$ cat config.mk
export PLATFORM = sky130hd
export DESIGN_NAME = rtc_bus_scheduler_flat
export DESIGN_NICKNAME = d
export VERILOG_FILES = /design/src/rtl/rtc_bus_scheduler_if.sv /design/src/rtl/rtc_bus_scheduler.sv /design/src/flat_wrapper.sv
export SDC_FILE = /design/constraint.sdc
export NUM_CORES = 1
export LEC_CHECK = 0
export BUFFER_PORTS_ARGS = -buffer_cell sky130_fd_sc_hd__buf_2
export CAP_MARGIN = 25
export CORE_MARGIN = 4
export CORE_UTILIZATION = 35
export CTS_CLUSTER_DIAMETER = 60
export CTS_CLUSTER_SIZE = 25
export DETAILED_ROUTE_END_ITERATION = 7
export PLACE_DENSITY = 0.64
export REMOVE_ABC_BUFFERS = 1
export SYNTH_ARGS = -nofsm -noshare
export SYNTH_HDL_FRONTEND = slang
export SYNTH_SLANG_ARGS = --single-unit
$ cat constraint.sdc
create_clock -name clk_i -period 2.85 [get_ports clk_i]
set_input_delay 0.285 -clock clk_i [delete_from_list [all_inputs] [get_ports clk_i]]
set_output_delay 0.285 -clock clk_i [all_outputs]
set_load 0.05 [all_outputs]
$ cat src/rtl/rtc_bus_scheduler_if.sv
// rtc_bus_scheduler_if: request, scan-result and RTC pin bundle.
// master = scheduler side, slave = processor/RTC side.
interface rtc_bus_scheduler_if;
  logic       wr_req;
  logic [7:0] wr_addr;
  logic [7:0] wr_data;
  logic       wr_ack;
  logic       scan_en;
  logic [7:0] rd_data;
  logic [3:0] rd_index;
  logic       rd_valid;
  logic       scan_done;
  logic       busy;
  logic       rtc_cs_n;
  logic       rtc_rd_n;
  logic       rtc_wr_n;
  logic       rtc_a_d;
  logic [7:0] rtc_ad_out;
  logic       rtc_ad_oe;
  logic [7:0] rtc_ad_in;

  modport master (
    input  wr_req, wr_addr, wr_data,
    input  scan_en, rtc_ad_in,
    output wr_ack, rd_data, rd_index,
    output rd_valid, scan_done, busy,
    output rtc_cs_n, rtc_rd_n, rtc_wr_n,
    output rtc_a_d, rtc_ad_out, rtc_ad_oe
  );

  modport slave (
    output wr_req, wr_addr, wr_data,
    output scan_en, rtc_ad_in,
    input  wr_ack, rd_data, rd_index,
    input  rd_valid, scan_done, busy,
    input  rtc_cs_n, rtc_rd_n, rtc_wr_n,
    input  rtc_a_d, rtc_ad_out, rtc_ad_oe
  );
endinterface

$ cat src/rtl/rtc_bus_scheduler.sv
// rtc_bus_scheduler: arbitrates processor writes and a periodic
// 9-slot read scan onto the multiplexed RTC address/data bus.
// Ports: clk_i, reset_i (sync, active-high), bus (master modport:
// write request/ack, scan results, RTC strobes and bus pins).
module rtc_bus_scheduler #(
  parameter int T_PHASE     = 10,
  parameter int REFRESH_DIV = 100000
) (
  input  logic clk_i,
  input  logic reset_i,
  rtc_bus_scheduler_if.master bus
);

  localparam int CW = (T_PHASE > 1) ? $clog2(T_PHASE) : 1;
  localparam int RW = $clog2(REFRESH_DIV);
  localparam logic [CW-1:0] PH_LAST  = CW'(T_PHASE - 1);
  localparam logic [RW-1:0] REF_LAST = RW'(REFRESH_DIV - 1);
  localparam logic [3:0]    SLOT_LAST = 4'd8;

  typedef enum logic [2:0] {
    S_IDLE, S_ADDR, S_AHOLD, S_DATA, S_RECOV
  } state_e;

  function automatic logic [7:0] scan_addr(input logic [3:0] s);
    case (s)
      4'd0:    scan_addr = 8'h21;
      4'd1:    scan_addr = 8'h22;
      4'd2:    scan_addr = 8'h23;
      4'd3:    scan_addr = 8'h24;
      4'd4:    scan_addr = 8'h25;
      4'd5:    scan_addr = 8'h26;
      4'd6:    scan_addr = 8'h41;
      4'd7:    scan_addr = 8'h42;
      default: scan_addr = 8'h43;
    endcase
  endfunction

  state_e        state_q, state_d;
  logic [CW-1:0] cnt_q;
  logic [RW-1:0] ref_q;
  logic          pend_q, active_q, is_wr_q;
  logic [3:0]    slot_q;
  logic [7:0]    ad_out_q, data_q, rdbuf_q;
  logic [7:0]    rd_data_q;
  logic [3:0]    rd_index_q;
  logic          wr_ack_q, rd_valid_q, scan_done_q;

  logic ph_last, grant_wr, grant_rd;
  logic tick, done, rd_busy;
  logic cs_n, rd_n, wr_n, a_d, oe;

  assign ph_last  = (cnt_q == PH_LAST);
  assign grant_wr = (state_q == S_IDLE) && bus.wr_req;
  assign grant_rd = (state_q == S_IDLE) && !bus.wr_req &&
                    bus.scan_en && (active_q || pend_q);
  assign tick     = bus.scan_en && (ref_q == REF_LAST);
  assign done     = (state_q == S_RECOV) && ph_last;
  // A scan read still on the bus must finish and report
  assign rd_busy  = (state_q != S_IDLE) && !is_wr_q;

  always_ff @(posedge clk_i) begin
    if (reset_i) state_q <= S_IDLE;
    else         state_q <= state_d;
  end

  always_comb begin
    state_d = state_q;
    unique case (state_q)
      S_IDLE:  if (grant_wr || grant_rd) state_d = S_ADDR;
      S_ADDR:  if (ph_last) state_d = S_AHOLD;
      S_AHOLD: if (ph_last) state_d = S_DATA;
      S_DATA:  if (ph_last) state_d = S_RECOV;
      S_RECOV: if (ph_last) state_d = S_IDLE;
      default: state_d = S_IDLE;
    endcase
  end

  always_comb begin
    cs_n = 1'b1;
    rd_n = 1'b1;
    wr_n = 1'b1;
    a_d  = 1'b1;
    oe   = 1'b0;
    unique case (state_q)
      S_ADDR: begin
        cs_n = 1'b0;
        wr_n = 1'b0;
        a_d  = 1'b0;
        oe   = 1'b1;
      end
      S_AHOLD: oe = 1'b1;
      S_DATA: begin
        cs_n = 1'b0;
        if (is_wr_q) begin
          wr_n = 1'b0;
          oe   = 1'b1;
        end else begin
          rd_n = 1'b0;
        end
      end
      default: ;
    endcase
  end

  always_ff @(posedge clk_i) begin
    if (reset_i) begin
      cnt_q       <= '0;
      ref_q       <= '0;
      pend_q      <= 1'b0;
      active_q    <= 1'b0;
      is_wr_q     <= 1'b0;
      slot_q      <= '0;
      ad_out_q    <= '0;
      data_q      <= '0;
      rdbuf_q     <= '0;
      rd_data_q   <= '0;
      rd_index_q  <= '0;
      wr_ack_q    <= 1'b0;
      rd_valid_q  <= 1'b0;
      scan_done_q <= 1'b0;
    end else begin
      wr_ack_q    <= 1'b0;
      rd_valid_q  <= 1'b0;
      scan_done_q <= 1'b0;
      if (state_q == S_IDLE || ph_last) cnt_q <= '0;
      else                              cnt_q <= cnt_q + CW'(1);
      if (!bus.scan_en || tick) ref_q <= '0;
      else                      ref_q <= ref_q + RW'(1);
      if (grant_wr) begin
        is_wr_q  <= 1'b1;
        ad_out_q <= bus.wr_addr;
        data_q   <= bus.wr_data;
      end
      if (grant_rd) begin
        is_wr_q  <= 1'b0;
        ad_out_q <= scan_addr(slot_q);
        active_q <= 1'b1;
        if (slot_q == '0) pend_q <= 1'b0;
      end
      if (state_q == S_AHOLD && ph_last && is_wr_q)
        ad_out_q <= data_q;
      if (state_q == S_DATA && ph_last)
        rdbuf_q <= bus.rtc_ad_in;
      if (done && is_wr_q) wr_ack_q <= 1'b1;
      if (done && !is_wr_q) begin
        rd_valid_q <= 1'b1;
        rd_data_q  <= rdbuf_q;
        rd_index_q <= slot_q;
        if (slot_q == SLOT_LAST || !bus.scan_en) begin
          slot_q      <= '0;
          active_q    <= 1'b0;
          scan_done_q <= (slot_q == SLOT_LAST) && bus.scan_en;
        end else begin
          slot_q <= slot_q + 4'd1;
        end
      end
      if (!bus.scan_en) begin
        pend_q <= 1'b0;
        if (!rd_busy) begin
          active_q <= 1'b0;
          slot_q   <= '0;
        end
      end
      // A tick during a scan queues exactly one follow-up scan
      if (tick) pend_q <= 1'b1;
    end
  end

  assign bus.rtc_cs_n   = cs_n;
  assign bus.rtc_rd_n   = rd_n;
  assign bus.rtc_wr_n   = wr_n;
  assign bus.rtc_a_d    = a_d;
  assign bus.rtc_ad_oe  = oe;
  assign bus.rtc_ad_out = ad_out_q;
  assign bus.busy       = (state_q != S_IDLE);
  assign bus.wr_ack     = wr_ack_q;
  assign bus.rd_valid   = rd_valid_q;
  assign bus.scan_done  = scan_done_q;
  assign bus.rd_data    = rd_data_q;
  assign bus.rd_index   = rd_index_q;

endmodule

$ cat src/flat_wrapper.sv
// flat-port wrapper written by rule: the top's interface ports become plain ports
module rtc_bus_scheduler_flat 
#(
  parameter int T_PHASE     = 10,
  parameter int REFRESH_DIV = 100000
)
  (clk_i, reset_i, bus_wr_req, bus_wr_addr, bus_wr_data, bus_scan_en, bus_rtc_ad_in, bus_wr_ack, bus_rd_data, bus_rd_index, bus_rd_valid, bus_scan_done, bus_busy, bus_rtc_cs_n, bus_rtc_rd_n, bus_rtc_wr_n, bus_rtc_a_d, bus_rtc_ad_out, bus_rtc_ad_oe);
  rtc_bus_scheduler_if bus_i ();
  input  logic clk_i;
  input  logic reset_i;
  input wire logic [$bits(bus_i.wr_req)-1:0] bus_wr_req;
  input wire logic [$bits(bus_i.wr_addr)-1:0] bus_wr_addr;
  input wire logic [$bits(bus_i.wr_data)-1:0] bus_wr_data;
  input wire logic [$bits(bus_i.scan_en)-1:0] bus_scan_en;
  input wire logic [$bits(bus_i.rtc_ad_in)-1:0] bus_rtc_ad_in;
  output wire logic [$bits(bus_i.wr_ack)-1:0] bus_wr_ack;
  output wire logic [$bits(bus_i.rd_data)-1:0] bus_rd_data;
  output wire logic [$bits(bus_i.rd_index)-1:0] bus_rd_index;
  output wire logic [$bits(bus_i.rd_valid)-1:0] bus_rd_valid;
  output wire logic [$bits(bus_i.scan_done)-1:0] bus_scan_done;
  output wire logic [$bits(bus_i.busy)-1:0] bus_busy;
  output wire logic [$bits(bus_i.rtc_cs_n)-1:0] bus_rtc_cs_n;
  output wire logic [$bits(bus_i.rtc_rd_n)-1:0] bus_rtc_rd_n;
  output wire logic [$bits(bus_i.rtc_wr_n)-1:0] bus_rtc_wr_n;
  output wire logic [$bits(bus_i.rtc_a_d)-1:0] bus_rtc_a_d;
  output wire logic [$bits(bus_i.rtc_ad_out)-1:0] bus_rtc_ad_out;
  output wire logic [$bits(bus_i.rtc_ad_oe)-1:0] bus_rtc_ad_oe;
  assign bus_i.wr_req = bus_wr_req;
  assign bus_i.wr_addr = bus_wr_addr;
  assign bus_i.wr_data = bus_wr_data;
  assign bus_i.scan_en = bus_scan_en;
  assign bus_i.rtc_ad_in = bus_rtc_ad_in;
  assign bus_wr_ack = bus_i.wr_ack;
  assign bus_rd_data = bus_i.rd_data;
  assign bus_rd_index = bus_i.rd_index;
  assign bus_rd_valid = bus_i.rd_valid;
  assign bus_scan_done = bus_i.scan_done;
  assign bus_busy = bus_i.busy;
  assign bus_rtc_cs_n = bus_i.rtc_cs_n;
  assign bus_rtc_rd_n = bus_i.rtc_rd_n;
  assign bus_rtc_wr_n = bus_i.rtc_wr_n;
  assign bus_rtc_a_d = bus_i.rtc_a_d;
  assign bus_rtc_ad_out = bus_i.rtc_ad_out;
  assign bus_rtc_ad_oe = bus_i.rtc_ad_oe;
  rtc_bus_scheduler #(.T_PHASE(T_PHASE), .REFRESH_DIV(REFRESH_DIV)) u_core (.clk_i(clk_i), .reset_i(reset_i), .bus(bus_i));
endmodule
==> impl_metrics.env, run 1 <==
export IMPL_ios=57
export IMPL_cts_tree="done"
export IMPL_fmax_mhz=469
export IMPL_die_width_um=102
export IMPL_finalCriticalPeriod_ns=2.13
export IMPL_yosysSeqAreaShare_pct=49.1
export IMPL_power_density_nw_per_um2=545
export IMPL_end_kind="flip-flop"
export IMPL_ys_flop_type="dfxtp_1"
export IMPL_critical_path_startpoint="u_core.state_q[2]$_SDFFE_PP0P_"
export IMPL_die_area_um2=10300
export IMPL_ys_ff_latch=75
export IMPL_switchingPower_w=0.000490
export IMPL_drc=0
export IMPL_slew_viol_final=0
export IMPL_grt_total_usage_pct=14.1
export IMPL_core_area_um2=8340
export IMPL_post_dp_hpwl_mm=4.97
export IMPL_ff2ff_setup_slack_ns=0.72
export IMPL_clkTransAtPathRegs_ns=0.07
export IMPL_fillerInstances=846
export IMPL_peakVddDrop_uv=265
export IMPL_period_share_pct=74.9
export IMPL_ant_nets=0
export IMPL_reg2regPathDepth=6
export IMPL_worstReg2RegStart="u_core.state_q[2]$_SDFFE_PP0P_"
export IMPL_numPlacedInstances=516
export IMPL_start_kind="flip-flop"
export IMPL_synth_top_family_by_area="simple AND/OR/NAND/NOR gates"
export IMPL_status="completed"
export IMPL_fin_cells=532
export IMPL_synthCells=365
export IMPL_synthMuxAreaShare_pct=2.62
export IMPL_worstPathArrival_ns=2.40
export IMPL_switching_share_pct=24.6
export IMPL_cts_sinks=75
export IMPL_holdPathStages=3
export IMPL_p_int_w=0.00150
export IMPL_syn_to_final_growth_pct=19.3
export IMPL_synth_fa_ha_area_share_pct=2.04
export IMPL_htree_levels=3
export IMPL_fin_ws_ns=0.716
export IMPL_syn_avg_cell_area_um2=8.38
export IMPL_drt_pass1_iter_count=4
export IMPL_grt_overflow=0
export IMPL_wire_per_inst_um=12.8
export IMPL_tns_ns=0
export IMPL_ctsHoldBuffers=0
export IMPL_holdWs_ns=0.172
export IMPL_rsz0062_at_grt="false"
export IMPL_netlist_area_um2=3060
export IMPL_clock_skew_ns=0.00863
export IMPL_ctsLongestPathBuffers=2
export IMPL_clockPowerShare_pct=38.2
export IMPL_grt_pass1_vias=2553
export IMPL_yosysWarnings=0
export IMPL_io_buffer_count=56
export IMPL_critPathKind="flip-flop to flip-flop"
export IMPL_power_frac_seq_pct=54.2
export IMPL_cts_buffers=9
export IMPL_initial_core_util_pct=36.7
export IMPL_worst_skew_pair_late_latency_ns=0.35
export IMPL_rows=33
export IMPL_cap_viol_max_count=0
export IMPL_required_ns=3.12
export IMPL_grt_pass1_wl_mm=11.7
export IMPL_drt_initial_drc_count=128
export IMPL_path_max_fanout=15
export IMPL_place_gp_congestion=0.841
export IMPL_antenna_cells=0
export IMPL_worstMarginPinSlew_ns=0.598
export IMPL_synth_compound_area_share_pct=11.4
export IMPL_synth_edff_count=0
export IMPL_mostFrequentLayoutCells="dfxtp_1, nand2_1, buf_2, nor2_1, a21oi_1"
export IMPL_ys_types=44
export IMPL_grt_max_degree=35
export IMPL_power_frac_comb_pct=7.6
export IMPL_synth_async_sr_flop_share_pct=0
export IMPL_die_y_um=102
export IMPL_synth_xor_area_share_pct=5.44
export IMPL_cts_setup_buffers=0
export IMPL_drive_above_1_share_pct=19.7
export IMPL_finalHoldViolations=0
export IMPL_finalSetupViolCount=0
export IMPL_slew_headroom_pct=60.1
export IMPL_p_leak_nw=1.39
export IMPL_cts_root_buffer="clkbuf_8"
export IMPL_hp_class="input pin to flip-flop"
export IMPL_finalNetCount=455
export IMPL_synth_simple_gate_area_share_pct=26.0
export IMPL_vias=2647
export IMPL_wl_mm=6.80
export IMPL_antenna_found_initial=0
export IMPL_viasPerCell=4.98
export IMPL_final_common_cell="dfxtp_1"
export IMPL_ctsResizeCount=0
export IMPL_place_ws_ns=0.741
## cell families after synthesis
group,Yosys count
DFF,75
muxes,8
and+or+nand+nor,173
AOI/OAI and AO/OA,57
xor gates and xnor gates,19
buffers and inverters,28
adders and majority gates,5
## synth_stat cells, types with 2 or more instances
cell type | count | share of area, %
xor2_1 | 9 | 2.6
o41ai_1 | 2 | 0.57
a22oi_1 | 3 | 0.74
and4_1 | 2 | 0.57
nand3b_1 | 2 | 0.49
a21oi_1 | 31 | 5.1
mux2i_1 | 8 | 2.6
o21ai_0 | 5 | 0.82
nand2b_1 | 3 | 0.61
dfxtp_1 | 75 | 49
or2_2 | 2 | 0.41
nor2_1 | 48 | 5.9
a31oi_1 | 3 | 0.61
clkbuf_1 | 12 | 1.5
inv_1 | 11 | 1.3
nor3b_1 | 3 | 0.74
nand3_1 | 7 | 1.1
and3_1 | 3 | 0.61
nor2b_1 | 2 | 0.41
buf_1 | 2 | 0.25
nor3_1 | 12 | 2.0
nor4_1 | 4 | 0.82
a211oi_1 | 4 | 0.98
nand2_1 | 68 | 8.3
ha_1 | 5 | 2.0
xnor2_1 | 10 | 2.9
nand4_1 | 4 | 0.82
or3_1 | 7 | 1.4
o211ai_1 | 3 | 0.74
## stage by stage
step | util [%] | cell area [µm²] | power (W)
2_1_floorplan | - | 3000 | 0.00119
3_3_place_gp | 41.5 | 3460 | 0.00125
3_5_place_dp | 41.5 | 3460 | 0.00126
4_1_cts | 43.8 | 3650 | 0.00202
5_1_grt | 43.8 | 3650 | 0.00208
6_report | 43.8 | 3650 | 0.00199
## registers in the layout, indices dropped and copies added (netlist names), 3 cells and up, named ones only
name / count
u_core.state_q: 3
u_core.ref_q: 17
u_core.rdbuf_q: 8
u_core.slot_q: 4
u_core.bus.rtc_ad_out: 8
u_core.bus.rd_data: 8
u_core.cnt_q: 4
u_core.bus.rd_index: 4
u_core.data_q: 8
## layout make-up
type / count / area [µm²] / area share [%]
Sequential cell: 75 / 1500 / 41.1
Multi-Input combinational cell: 262 / 1460 / 39.9
Timing Repair Buffer: 62 / 325 / 8.91
Clock buffer: 13 / 169 / 4.63
Tap cell: 105 / 131 / 3.60
Inverter: 12 / 45.0 / 1.23
Clock inverter: 3 / 21.3 / 0.583
## worst min path at each step
stage / from / end
5_1_grt: bus_rtc_ad_in[3] / u_core.rdbuf_q[3]$_SDFFE_PP0P_
3_5_place_dp: u_core.bus.rd_data[7]$_SDFFE_PP0N_ / u_core.bus.rd_data[7]$_SDFFE_PP0N_
2_1_floorplan: reset_i / u_core.bus.rd_data[0]$_SDFFE_PP0N_
4_1_cts: bus_rtc_ad_in[3] / u_core.rdbuf_q[3]$_SDFFE_PP0P_
3_3_place_gp: u_core.ref_q[0]$_SDFF_PP0_ / u_core.ref_q[0]$_SDFF_PP0_
6_report: bus_rtc_ad_in[1] / u_core.rdbuf_q[1]$_SDFFE_PP0P_
## per-layer routing
metal | GRT usage, % | wire, µm
met1 | 18.8 | 3250
met2 | 21.8 | 3000
met3 | 4.68 | 475
met4 | 4.29 | 78
met5 | 0 | 0
## critical path, stage by stage, from the launching register on
cell and delay, ns:
dfxtp_1 0.46, or3b_4 0.45, or3_1 0.32, buf_4 0.20, o41ai_2 0.32, a211o_2 0.18
xor2_1 0.14
## power by group through the flow
stage / Combinational [W] / Sequential [W] / Clock, W
floorplan: 0.0000662 / 0.00113 / 0
global placement: 0.000149 / 0.00110 / 0
detailed placement: 0.000151 / 0.00110 / 0
CTS: 0.000152 / 0.00108 / 0.000789
global route: 0.000165 / 0.00108 / 0.000831
finish: 0.000150 / 0.00108 / 0.000760
No activity file was read; power rests on OpenSTA's default activity.
==> inputs of run 2 (changes only) <==
Clock period 2.85 ns to 2.1 ns, I/O delays scaled along.
==> run 2 against run 1 <==
Effect of this change:
- design area rose by 1.8%
- die area did not move
- sequential share of layout area fell by 0.73 points
==> impl_metrics.env, run 2 (synthesis gave the netlist of run 1 again) <==
export IMPL_finalNetCount=463
export IMPL_die_y_um=102
export IMPL_slew_viol_final=0
export IMPL_cts_setup_buffers=0
export IMPL_place_ws_ns=0.201
export IMPL_drc=0
export IMPL_required_ns=2.33
export IMPL_io_buffer_count=56
export IMPL_finalHoldViolations=0
export IMPL_p_int_w=0.00217
export IMPL_numPlacedInstances=524
export IMPL_cts_buffers=9
export IMPL_initial_core_util_pct=36.7
export IMPL_ant_nets=0
export IMPL_reg2regPathDepth=5
export IMPL_fin_ws_ns=0.199
export IMPL_largest_reg_flops=17
export IMPL_rows=33
export IMPL_core_area_um2=8340
export IMPL_power_frac_comb_pct=7.7
export IMPL_grt_pass1_wl_mm=11.6
export IMPL_grt_max_degree=29
export IMPL_power_density_nw_per_um2=758
export IMPL_ios=57
export IMPL_clock_skew_ns=0.00773
export IMPL_fmax_mhz=526
export IMPL_ctsResizeCount=0
export IMPL_hp_class="input pin to flip-flop"
export IMPL_rsz0062_at_grt="false"
export IMPL_place_gp_congestion=0.828
export IMPL_critPathKind="flip-flop to flip-flop"
export IMPL_worst_skew_pair_late_latency_ns=0.34
export IMPL_worstMarginPinSlew_ns=0.426
export IMPL_grt_overflow=0
export IMPL_mostFrequentLayoutCells="dfxtp_1, nand2_1, buf_2, nor2_1, a21oi_1"
export IMPL_period_share_pct=90.5
export IMPL_die_width_um=102
export IMPL_viasPerCell=4.99
export IMPL_cts_tree="done"
export IMPL_power_frac_seq_pct=52.0
export IMPL_grt_pass1_vias=2515
export IMPL_start_kind="flip-flop"
export IMPL_wl_mm=7.00
export IMPL_switching_share_pct=22.9
export IMPL_largest_register="u_core.ref_q"
export IMPL_die_area_um2=10300
export IMPL_status="completed"
export IMPL_worstReg2RegStart="u_core.state_q[1]$_SDFFE_PP0P_"
export IMPL_place_area_um2=3520
export IMPL_min_to="u_core.bus.rtc_ad_out[4]$_SDFFE_PP0P_"
export IMPL_cap_viol_max_count=0
export IMPL_cts_sinks=75
export IMPL_ctsHoldBuffers=0
export IMPL_ff2ff_setup_slack_ns=0.20
export IMPL_vias=2684
export IMPL_htree_levels=3
export IMPL_wire_per_inst_um=13.0
export IMPL_drt_initial_drc_count=125
export IMPL_final_common_cell="dfxtp_1"
export IMPL_worstPathArrival_ns=2.13
export IMPL_ctsLongestPathBuffers=2
export IMPL_end_kind="flip-flop"
export IMPL_switchingPower_w=0.000645
export IMPL_slew_headroom_pct=71.3
export IMPL_cts_root_buffer="clkbuf_8"
export IMPL_drive_above_1_share_pct=20.6
export IMPL_holdPathStages=3
export IMPL_antenna_found_initial=0
export IMPL_syn_to_final_growth_pct=21.4
export IMPL_clkTransAtPathRegs_ns=0.07
export IMPL_fin_cells=538
export IMPL_path_max_fanout=7
export IMPL_tns_ns=0
export IMPL_grt_total_usage_pct=14.2
export IMPL_finish_instance_area_um2=3720
export IMPL_finalSetupViolCount=0
export IMPL_clockPowerShare_pct=40.4
export IMPL_p_leak_nw=1.44
export IMPL_finalCriticalPeriod_ns=1.90
export IMPL_drt_pass1_iter_count=4
export IMPL_peakVddDrop_uv=432
export IMPL_worstHoldStart="bus_wr_addr[4]"
export IMPL_antenna_cells=0
export IMPL_post_dp_hpwl_mm=4.97
run 2: changes by cell type in the layout (fill, tap and decap cells not counted):
cell / previous run / this run
buf_4: 6 / 14
clkbuf_8: 12 / 9
bufinv_16: 0 / 2
clkbuf_1: 1 / 2
clkinv_4: 1 / 0
clkinvlp_4: 1 / 0
run 2: final cells by class:
type | count | area, µm²
inverter | 12 | 45.0
timing repair buffer | 70 | 385
clock buffer | 11 | 131
sequential | 75 | 1500
tap | 105 | 131
clock inverter | 3 | 65.1
fill | 847 | 4620
multi-input combinational | 262 | 1460
run 2: critical path, stage by stage, from the launching register on:
cell,delay [ns]
dfxtp_1,0.37
or3b_4,0.42
o41ai_1,0.37
o41ai_2,0.15
a211o_2,0.34
xor2_1,0.14
run 2: worst max-delay path by stage:
stage,slack [ns],startpoint,end
2_1_floorplan,-0.18,u_core.state_q[0]$_SDFFE_PP0P_,u_core.rdbuf_q[0]$_SDFFE_PP0P_
3_3_place_gp,0.23,u_core.state_q[1]$_SDFFE_PP0P_,flip-flop
3_5_place_dp,0.20,u_core.state_q[1]$_SDFFE_PP0P_,flip-flop
4_1_cts,0.19,u_core.cnt_q[0]$_SDFF_PP0_,flip-flop
5_1_grt,0.07,u_core.cnt_q[0]$_SDFF_PP0_,flip-flop
6_report,0.20,u_core.state_q[1]$_SDFFE_PP0P_,flip-flop
run 2: power groups by stage:
| stage | Clock [W] | Combinational [W] | Sequential [W] |
|---|---|---|---|
| floorplan | 0 | 0.0000899 | 0.00153 |
| global placement | 0 | 0.000211 | 0.00149 |
| detailed placement | 0 | 0.000215 | 0.00150 |
| CTS | 0.00118 | 0.000215 | 0.00146 |
| global route | 0.00124 | 0.000236 | 0.00147 |
| finish | 0.00114 | 0.000215 | 0.00146 |
run 2: per-stage QoR:
stage	util [%]	hold slack (ns)	total power, W
2_1_floorplan	-	0.279	0.00162
3_3_place_gp	42.2	0.439	0.00171
3_5_place_dp	42.2	0.443	0.00171
4_1_cts	44.6	0.0888	0.00286
5_1_grt	44.6	0.0980	0.00294
6_report	44.6	0.101	0.00282
run 2: layer usage:
layer  global-route usage (%)  vias to the layer above  part of all wire (%)
met3                     5.03                        5                   6.3
met1                     17.8                     1243                    47
met5                        0                        -                     0
met2                     23.0                       76                    46
met4                     3.99                        0                   1.2
li1                         -                     1360                     -
==> inputs of run 3 (changes only) <==
Settings changed: CELL_PAD_IN_SITES_DETAIL_PLACEMENT from default to 1, CELL_PAD_IN_SITES_GLOBAL_PLACEMENT from default to 1, PLACE_DENSITY 0.64 to 0.78.
==> run 3 against run 2 <==
Effect of this change:
- final cell count up 0.19%
- clock power down 8%
- first-iteration DRC count decreased by 42%
- clock skew grew 0.0053 ns
- critical path depth rose by 1
- utilization about the same
- register-to-register slack lost 0.12 ns
- design area hardly changed
- setup slack worse by 0.12 ns
- die area stayed put
- combinational power hardly changed
==> impl_metrics.env, run 3 (synthesis gave the netlist of run 1 again) <==
export IMPL_antenna_found_initial=0
export IMPL_ctsResizeCount=0
export IMPL_status="completed"
export IMPL_die_y_um=102
export IMPL_path_max_fanout=4
export IMPL_mostFrequentLayoutCells="dfxtp_1, nand2_1, buf_2, nor2_1, a21oi_1"
export IMPL_htree_levels=3
export IMPL_cts_root_buffer="clkbuf_8"
export IMPL_ant_nets=0
export IMPL_viasPerCell=5.10
export IMPL_largest_reg_flops=17
export IMPL_slew_headroom_pct=65.1
export IMPL_path_cells="ha_1 > nand3b_1 > o41ai_2 > o41ai_4 > a211o_2 > xor2_1"
export IMPL_p_leak_nw=1.43
export IMPL_place_ws_ns=0.139
export IMPL_end_kind="flip-flop"
export IMPL_syn_to_final_growth_pct=21.3
export IMPL_post_dp_hpwl_mm=5.93
export IMPL_cp_slowest_cell="o41ai_2"
export IMPL_ctsLongestPathBuffers=2
export IMPL_clock_skew_ns=0.0131
export IMPL_clkTransAtPathRegs_ns=0.09
export IMPL_min_to="u_core.bus.rtc_ad_out[4]$_SDFFE_PP0P_"
export IMPL_grt_total_usage_pct=16.4
export IMPL_rows=33
export IMPL_fin_cells=539
export IMPL_slew_viol_final=0
export IMPL_utilization_pct=44.5
export IMPL_ctsHoldBuffers=0
export IMPL_place_gp_congestion=0.756
export IMPL_grt_pass1_wl_mm=13.4
export IMPL_holdPathStages=3
export IMPL_hp_class="input pin to flip-flop"
export IMPL_cap_viol_max_count=0
export IMPL_fmax_mhz=495
export IMPL_cts_setup_buffers=0
export IMPL_finalNetCount=462
export IMPL_die_width_um=102
export IMPL_initial_core_util_pct=36.7
export IMPL_wl_mm=8.10
export IMPL_cts_sinks=75
export IMPL_ios=57
export IMPL_final_common_cell="dfxtp_1"
export IMPL_ff2ff_setup_slack_ns=0.08
export IMPL_peakVddDrop_uv=318
export IMPL_vias=2750
export IMPL_cts_buffers=9
export IMPL_start_kind="flip-flop"
export IMPL_drt_pass1_iter_count=4
export IMPL_antenna_cells=0
export IMPL_power_density_nw_per_um2=735
export IMPL_wire_per_inst_um=15.0
export IMPL_drive_above_1_share_pct=21.4
export IMPL_finalHoldViolations=0
export IMPL_period_share_pct=96.3
export IMPL_required_ns=2.34
export IMPL_die_area_um2=10300
export IMPL_numPlacedInstances=523
export IMPL_finalSetupViolCount=0
export IMPL_core_area_um2=8340
export IMPL_drc=0
export IMPL_worstMarginPinSlew_ns=0.523
export IMPL_cp_slowest_stage_delay_ns=0.48
export IMPL_cts_tree="done"
export IMPL_worstPathArrival_ns=2.26
export IMPL_critPathKind="flip-flop to flip-flop"
export IMPL_reg2regPathDepth=6
export IMPL_grt_max_degree=28
export IMPL_finalCriticalPeriod_ns=2.02
export IMPL_worstReg2RegStart="u_core.cnt_q[0]$_SDFF_PP0_"
export IMPL_worst_skew_pair_late_latency_ns=0.36
export IMPL_fin_ws_ns=0.0783
export IMPL_worstHoldStart="bus_wr_addr[4]"
export IMPL_grt_overflow=0
export IMPL_io_buffer_count=56
export IMPL_drt_initial_drc_count=73
export IMPL_largest_register="u_core.ref_q"
export IMPL_grt_pass1_vias=2792
export IMPL_rsz0062_at_grt="true"
run 3: power by group:
group / total [W] / leakage [nW] / switching, W / internal (W)
sequential: 0.00146 / 0.608 / 0.0000181 / 0.00145
combinational: 0.000216 / 0.740 / 0.000149 / 0.0000670
clock: 0.00105 / 0.0872 / 0.000603 / 0.000447
run 3: per-layer routing:
| metal | vias up | part of all wire [%] | global-route usage (%) |
|---|---|---|---|
| li1 | 1365 | - | - |
| met1 | 1317 | 44 | 19.6 |
| met2 | 54 | 50 | 28.6 |
| met3 | 14 | 4.0 | 3.65 |
| met4 | 0 | 1.9 | 6.54 |
| met5 | - | 0 | 0 |
run 3: critical path, delay by kind of cell (launching register included):
family	cells	cell delay (ns)
compound gates	3	1.00
flops	1	0.39
fa+ha+maj	1	0.21
simple gates	1	0.18
xor+xnor	1	0.14
run 3: worst max-delay path by stage:
stage / from / end / slack, ns
6_report: u_core.cnt_q[0]$_SDFF_PP0_ / flip-flop / 0.08
5_1_grt: u_core.cnt_q[0]$_SDFF_PP0_ / flip-flop / -0.05
4_1_cts: u_core.cnt_q[0]$_SDFF_PP0_ / flip-flop / 0.13
3_5_place_dp: u_core.cnt_q[0]$_SDFF_PP0_ / flip-flop / 0.14
3_3_place_gp: u_core.cnt_q[0]$_SDFF_PP0_ / flip-flop / 0.21
2_1_floorplan: u_core.state_q[0]$_SDFFE_PP0P_ / u_core.rdbuf_q[0]$_SDFFE_PP0P_ / -0.18
run 3: final cells by class:
type	count	area, µm²
Timing Repair Buffer	69	378
Fill cell	1030	4630
Multi-Input combinational cell	262	1480
Sequential cell	75	1500
Clock inverter	7	58.8
Inverter	12	45.0
Tap cell	105	131
Clock buffer	9	124
run 3: stage by stage:
stage                     power [W]  setup TNS (ns)  hold slack (ns)  area (µm²)
after global placement      0.00171               0            0.439        3510
final                       0.00273               0           0.0841        3710
after floorplan             0.00162           -1.46            0.279        3000
after CTS                   0.00276               0           0.0694        3690
after detailed placement    0.00171               0            0.448        3510
after global routing        0.00287         -0.0778           0.0770        3710
